## src/rtl/shift_sequencer.sv

```systemverilog
`default_nettype none
// ============================================================================
// Module      : shift_sequencer
// Description : Multi-cycle shift controller for the ALU shift path. Accepts
//               one request at a time over a start/done handshake and applies
//               SLL/SRL/SRA/ROR one slice per clock until the amount is spent.
//               Optional macro SHIFT_FAST_EN: up to 4 positions per SHIFT cycle.
// Revision    : 1.0 - initial release
// ============================================================================
module shift_sequencer #(
    parameter int W   = 32,
    parameter int SHW = 5
) (
    input  logic           clk,
    input  logic           rst_n,
    input  logic           start,
    input  logic [1:0]     op,
    input  logic [W-1:0]   a,
    input  logic [SHW-1:0] shamt,
    output logic           busy,
    output logic           done,
    output logic [W-1:0]   result
);

    localparam logic [1:0] c_IDLE  = 2'd0;
    localparam logic [1:0] c_SHIFT = 2'd1;
    localparam logic [1:0] c_DONE  = 2'd2;

    localparam logic [1:0] c_OP_SLL = 2'b00;
    localparam logic [1:0] c_OP_SRL = 2'b01;
    localparam logic [1:0] c_OP_SRA = 2'b10;

    // Maximum positions consumed per SHIFT cycle.
`ifdef SHIFT_FAST_EN
    localparam int c_STEP_MAX = 4;
`else
    localparam int c_STEP_MAX = 1;
`endif
    localparam logic [SHW-1:0] c_STEP_MAX_V = SHW'(c_STEP_MAX);

    logic [1:0]     r_state;
    logic [1:0]     r_op;
    logic [W-1:0]   r_work;
    logic [SHW-1:0] r_cnt;
    logic           r_busy;
    logic           r_done;
    logic [W-1:0]   r_result;

    logic [SHW-1:0] w_step;
    logic [W-1:0]   w_next;

    // One-position shift slice; the multi-step path is a chain of these so
    // both builds produce bit-identical results.
    function automatic logic [W-1:0] shift1(input logic [1:0] f_op,
                                            input logic [W-1:0] f_v);
        case (f_op)
            c_OP_SLL: shift1 = {f_v[W-2:0], 1'b0};
            c_OP_SRL: shift1 = {1'b0, f_v[W-1:1]};
            c_OP_SRA: shift1 = {f_v[W-1], f_v[W-1:1]};
            default:  shift1 = {f_v[0], f_v[W-1:1]};
        endcase
    endfunction

    // Step size min(cnt, c_STEP_MAX) and the working value after that many slices.
    always_comb begin
        w_step = (r_cnt > c_STEP_MAX_V) ? c_STEP_MAX_V : r_cnt;
        w_next = r_work;
        for (int i = 0; i < c_STEP_MAX; i++) begin
            if (SHW'(i) < w_step) begin
                w_next = shift1(r_op, w_next);
            end
        end
    end

    // Control FSM with registered handshake outputs and result.
    always_ff @(posedge clk or negedge rst_n) begin
        if (!rst_n) begin
            r_state  <= c_IDLE;
            r_op     <= 2'b00;
            r_work   <= '0;
            r_cnt    <= '0;
            r_busy   <= 1'b0;
            r_done   <= 1'b0;
            r_result <= '0;
        end else begin
            case (r_state)
                c_IDLE: begin
                    r_done <= 1'b0;
                    if (start) begin
                        r_work  <= a;
                        r_op    <= op;
                        r_cnt   <= shamt;
                        r_busy  <= 1'b1;
                        r_state <= c_SHIFT;
                    end
                end
                c_SHIFT: begin
                    if (r_cnt == '0) begin
                        r_done   <= 1'b1;
                        r_result <= r_work;
                        r_state  <= c_DONE;
                    end else begin
                        r_work <= w_next;
                        r_cnt  <= r_cnt - w_step;
                    end
                end
                c_DONE: begin
                    // start seen here is deliberately dropped; acceptance is IDLE-only.
                    r_done  <= 1'b0;
                    r_busy  <= 1'b0;
                    r_state <= c_IDLE;
                end
                default: begin
                    r_done  <= 1'b0;
                    r_busy  <= 1'b0;
                    r_state <= c_IDLE;
                end
            endcase
        end
    end

    assign busy   = r_busy;
    assign done   = r_done;
    assign result = r_result;

endmodule
`default_nettype wire

```

## config.mk

```make
export PLATFORM = sky130hd
export DESIGN_NAME = shift_sequencer
export DESIGN_NICKNAME = d
export VERILOG_FILES = /design/src/rtl/shift_sequencer.sv
export SDC_FILE = /design/constraint.sdc
export NUM_CORES = 1
export LEC_CHECK = 0
export ABC_AREA = 1
export CELL_PAD_IN_SITES_DETAIL_PLACEMENT = 1
export CELL_PAD_IN_SITES_GLOBAL_PLACEMENT = 1
export CORE_MARGIN = 1
export CORE_UTILIZATION = 38
export DETAILED_ROUTE_END_ITERATION = 7
export GPL_TIMING_DRIVEN = 0
export HOLD_SLACK_MARGIN = 0.02
export PLACE_DENSITY_LB_ADDON = 0.1
export REMOVE_ABC_BUFFERS = 1
export SYNTH_ARGS = -nofsm -noshare
export SYNTH_HDL_FRONTEND = slang
export SYNTH_SLANG_ARGS = --single-unit
```

## constraint.sdc

```tcl
create_clock -name clk -period 1.8 [get_ports clk]
set_clock_uncertainty 0.15 [all_clocks]
set_input_delay 0.45 -clock clk [delete_from_list [all_inputs] [get_ports clk]]
set_output_delay 0.45 -clock clk [all_outputs]
set_load 0.02 [all_outputs]
```

[Word level (Yosys, flattened, before mapping)]
Index checks and enable logic that the tools add are counted.
Word-level totals
  register bits: 75
  bits in latches: 0
  RAM bits: 0
  ROM bits: 0
  bits of input ports: 42
  output and inout port bits: 34
  word-level logic and storage cells: 47
  memories kept: 0
Operators by class
  $add $sub $neg: 1
  multiply operators: 0
  div/mod/pow operators: 0
  $lt $le $gt $ge: 2
  equality and inequality tests: 8
  shifts and indexed selects: 0
  mux-type cells: 16
  bitwise operators: 1
  reduce and logical (&&, ||, !) cells: 11
Operators with widths (number)
  32-bit two-way mux: 3
  32-bit one-hot mux with 3 select lines: 1
  32-bit one-hot mux with 2 select lines: 1
  5-bit two-way mux: 3
  2-bit != test (second input constant): 5
  5-bit one-hot mux with 2 select lines: 1
  2-bit AND reduction: 4
  5-bit by 1-bit > comparator with 1-bit output (second input constant): 1
  5-bit logical NOT: 1
  1-bit by 5-bit < comparator with 1-bit output (first input constant): 1
  5-bit AND reduction: 1
  5-bit subtractor: 1
  2-bit by 1-bit equality test with 1-bit output (second input constant): 2
  2-bit logical NOT: 2
  2-bit two-way mux: 2
  2-bit one-hot mux with 2 select lines: 1
  4-bit AND reduction: 1
  1-bit two-way mux: 3
  3-bit AND reduction: 1
  2-bit equality test (second input constant): 1
  1-bit one-hot mux with 2 select lines: 1
  2-bit nonzero test: 1
  1-bit NOT: 1

[Depth between registers and ports, before layout]
  depth in word-level cells: 6
  gate-level depth with buffers: 10
  mapped depth without buffers: 10

[Least setup slack after synthesis]
Ideal clock, no wire load.
  path type: flip-flop to flip-flop
  from: reg r_cnt[2]
  to: reg r_cnt[2]
  setup time: 0.116 ns
  data arrival time: 1.253 ns
  required time: 1.534 ns
  path slack: 0.281 ns
  stages on the path, launching flop included: 11
  cells stage by stage: dfrtp_1 -> nor2_4 -> nand2_1 -> nand2_1 -> ha_1 -> nor2_1 -> nor2_1 -> o21ai_0 -> nand2_1 -> nand2_1 -> nand2_1
On the way
  word-level cells in the longest chain between the ends: 5
  elaborated cells between the ends (all ways): 8
  classes of those cells: add/sub: 1; order compare: 1; eq/ne: 1; mux: 3; reduce/logical: 2
Ends and longest elaborated chain
  start, declared: line 44  | logic [SHW-1:0] r_cnt;
  start signal, assigned: line 92  | r_cnt <= shamt;
  start signal, assigned: line 104  | r_cnt <= r_cnt - w_step;
  5-bit by 1-bit > comparator with 1-bit output: line 66  | w_step = (r_cnt > c_STEP_MAX_V) ? c_STEP_MAX_V : r_cnt;
  5-bit two-way mux: line 66
  5-bit subtractor: line 104
  5-bit two-way mux: line 98  | if (r_cnt == '0) begin
  5-bit one-hot mux with 2 select lines: line 86  | case (r_state)
Parallel ways exist; a longest one is shown, timed or not. The select of a mux whose other input is x is not followed.
A chain may end at the register's enable or synchronous reset.

[Worst setup path after layout]
  from: reg r_op[0]
  to: reg r_work[4]
On the way
  word-level cells in the longest chain between the ends: 5
  elaborated cells between the ends (all ways): 7
  classes of those cells: eq/ne: 2; mux: 4; reduce/logical: 1
Ends and longest elaborated chain
  start, declared: line 42  | logic [1:0] r_op;
  start signal, assigned: line 91  | r_op <= op;
  2-bit equality test, or another cell as far along: line 56  | case (f_op)
  32-bit one-hot mux with 3 select lines *: line 56
  32-bit two-way mux *: line 69  | if (SHW'(i) < w_step) begin
  32-bit two-way mux *: line 98
  32-bit one-hot mux with 2 select lines *: line 86
  end signal, assigned: line 103  | r_work <= w_next;
  end, declared: line 43  | logic [W-1:0] r_work;
Every way passes the cells marked *; elsewhere a longest branch is shown, timed or not. The select of a mux whose other input is x is not followed.

==> reports/qor.yml <==
regArea_um2: 1890
fillers: 1234
wl_per_cell_um: 16.8
dieHeight_um: 103
core_um2: 9820
drt_iter0_drc: 158
yosys.cell_count.top_type: "nand2_1"
netlist_top_cells_count: "nand2_1 (214), dfrtp_1 (75), inv_1 (43), nand3_1 (40), o21ai_0 (29)"
cts_made_buffers: 9
drv_cap: 0
drt-total-wl_um: 12000
antennaDiodeCount: 0
synth_cell_types: 26
status: "finished clean"
synth_top_area_share: 0.487
swShare: 0.507
grt.overflow.total: 0
ios: 76
gp_congestion: 0.796
power_frac_clock: 0.112
seq_power_share: 0.296
yosysTopAreaCell: "dfrtp_1"
areaGrowthSynthToFinish_pct: 29.6
crit_top_cell: "nand2_1"
die_w_um: 103
grt_first_pass_wirelength_um: 18900
tightest_slew_ns: 0.638
synth_area_um2: 3860
worstSetupEndpointType: "flop"
first_pass_iters: 4
yosysSeqAreaShare: 0.487
core.rowCount: 36
critPathMaxStageDelay_ns: 0.47
finalSetupTns_ns: 0
rsz0062_at_grt: "true"
hp-class: "flop to flop"
grt_max_degree: 43
via_per_inst: 5.06
num-nets-final: 617
dpl.hpwl_um: 6400
fp.dieArea_um2: 10600
switching_power_mw: 5.04
syn-mean-instance-area_um2: 7.87
cts_sinks: 75
cp_cell_sequence: "nor2_4 -> buf_4 -> buf_6 -> nand2_1 -> nand3_1 -> nand2_1 -> nand2_1 -> o21ai_0"
clk_latency_ns: 0.34
power_density_nw_per_um2: 1990
synth-edff-count: 0
h-tree-depth: 3
leakage_nw: 2.55
setup_viol: 0
grt_usage: 0.239
antenna_found_initial: 0
yosys_most_used_dff: "dfrtp_1"
fin_crit_sh: 0.996
vias: 3603
drv_slew: 0
min_period_ns: 1.79
cts_tree: "done"
ys_top_cells_by_area: "dfrtp_1 (49%), nand2_1 (21%), o21ai_2 (5.2%)"
async_flop_share: 1.00
cpMaxStageDelayCell: "dfrtp_2"
max_freq_mhz: 558
hold_viol: 0
path_clk_slew_ns: 0.08
grt_pass1_vias: 3796
worst-path-max-fanout: 13
synth_warnings: 0
yosys_register_bits: 75
start_kind: "flop"
fin_util: 0.509
drive_gt1_frac: 0.145
antenna_left: 0
numPortBuffers: 75
ir_drop_mv: 1.11
worstSetupPathType: "flop to flop"
clockBufferDepth: 2
cts_root_buf: "clkbuf_8"
initial_utilization: 0.393
arrival_ns: 1.86
syn_inst: 490
combinationalPowerShare: 0.593
multiInputGateArea_um2: 1730
critPathTopFamily: "simple AND/OR/NAND/NOR gates"
worst_ep_required_time_ns: 1.86
drc: 0
slew_headroom: 0.574
cp_num_buf_inv: 2
p_int_mw: 4.91
==> worst paths after layout <==
check,start,endpoint,slack (ns),cells past startpoint
max,r_op[0],r_work[4],0.008,8
min,r_work[31],r_work[31],0.33,2
max reg2reg,r_op[0],r_work[4],0.008,8
min reg2reg,r_work[31],r_work[31],0.33,2
max in group asynchronous,rst_n,r_state[1],0.45,3
min in group asynchronous,rst_n,result[16],0.46,2
==> layer usage <==
layer  GRT usage  up-vias  share of wire
li1            -     1704              -
met1       0.307     1782           0.44
met2       0.417       89           0.49
met3      0.0319       28          0.041
met4      0.0769        0          0.023
met5           0        -              0
==> registers in the layout, indices dropped and copies added (netlist names) <==
register	count
r_op	2
r_state	2
done	1
r_cnt	5
result	32
r_work	32
busy	1
==> worst min-delay path, cell delays in order, from the launching register on <==
cell	delay, ns
dfrtp_1	0.35
nand2_1	0.05
nand2_1	0.05
==> power by group through the flow <==
stage	sequential, mW	clock, mW	combinational [mW]
6_report	2.94	1.11	5.89
5_1_grt	3.02	1.19	6.59
4_1_cts	2.92	1.14	5.80
3_5_place_dp	2.92	0	5.30
3_3_place_gp	2.87	0	5.04
2_1_floorplan	3.23	0	3.11
==> final cells by class <==
cell class                 instances  area share
clock inverter                     3     0.00300
sequential                        75       0.377
timing repair inverter             1     0.00150
tap                              133      0.0333
multi-input combinational        351       0.347
inverter                          44      0.0360
clock buffer                      13      0.0278
timing repair buffer              92       0.174
==> through the flow <==
| stage | total power [mW] | setup slack, ns | hold WS (ns) | std cells | instance area, µm² |
|---|---|---|---|---|---|
| 6_report | 9.95 | 0.00769 | 0.329 | 712 | 5000 |
| 5_1_grt | 10.8 | -0.0646 | 0.356 | 712 | 5000 |
| 4_1_cts | 9.87 | 0.00548 | 0.335 | 708 | 4950 |
| 3_5_place_dp | 8.21 | -0.937 | 0.290 | 673 | 4610 |
| 3_3_place_gp | 7.91 | -2.74 | 0.310 | 671 | 4560 |
| 2_1_floorplan | 6.33 | -0.879 | 0.00441 | 463 | 3650 |
==> layout by cell type, fill, tap and decap left out, drive strengths merged <==
master	n
nand4	1
nand3b	1
o21ai	67
a21oi	3
nor3	1
clkbuf	13
dfrtp	75
dlygate4sd3	1
buf	17
dlygate4sd2	34
ha	1
nand3	41
inv	42
clkinv	3
clkdlybuf4s50	40
nand2	220
or2	2
clkinvlp	3
mux2	1
nor2	13
==> repair_timing <==
item / CTS / global route
setup endpoints to repair: 106 / 37
hold buffers: 1 / 0
hold endpoints to repair: 33 / 0
setup buffers: 11 / 3
cloned: 7 / 1
pin swaps: 3 / 4
gates resized for setup: 44 / 11
==> kinds of logic (layout without fill, tap and decap cells) <==
kind of cell | Yosys count | count (layout) | share of synthesized area
AO/OA/AOI/OAI | 70 | 70 | 0.113
adder cells (fa/ha/maj) | 1 | 1 | 0.00324
buffers and inverters | 71 | 153 | 0.0973
flip-flops | 75 | 75 | 0.487
multiplexers | 1 | 1 | 0.00292
AND/OR/NAND/NOR | 272 | 279 | 0.297
Power figures use the tool's default switching activity.
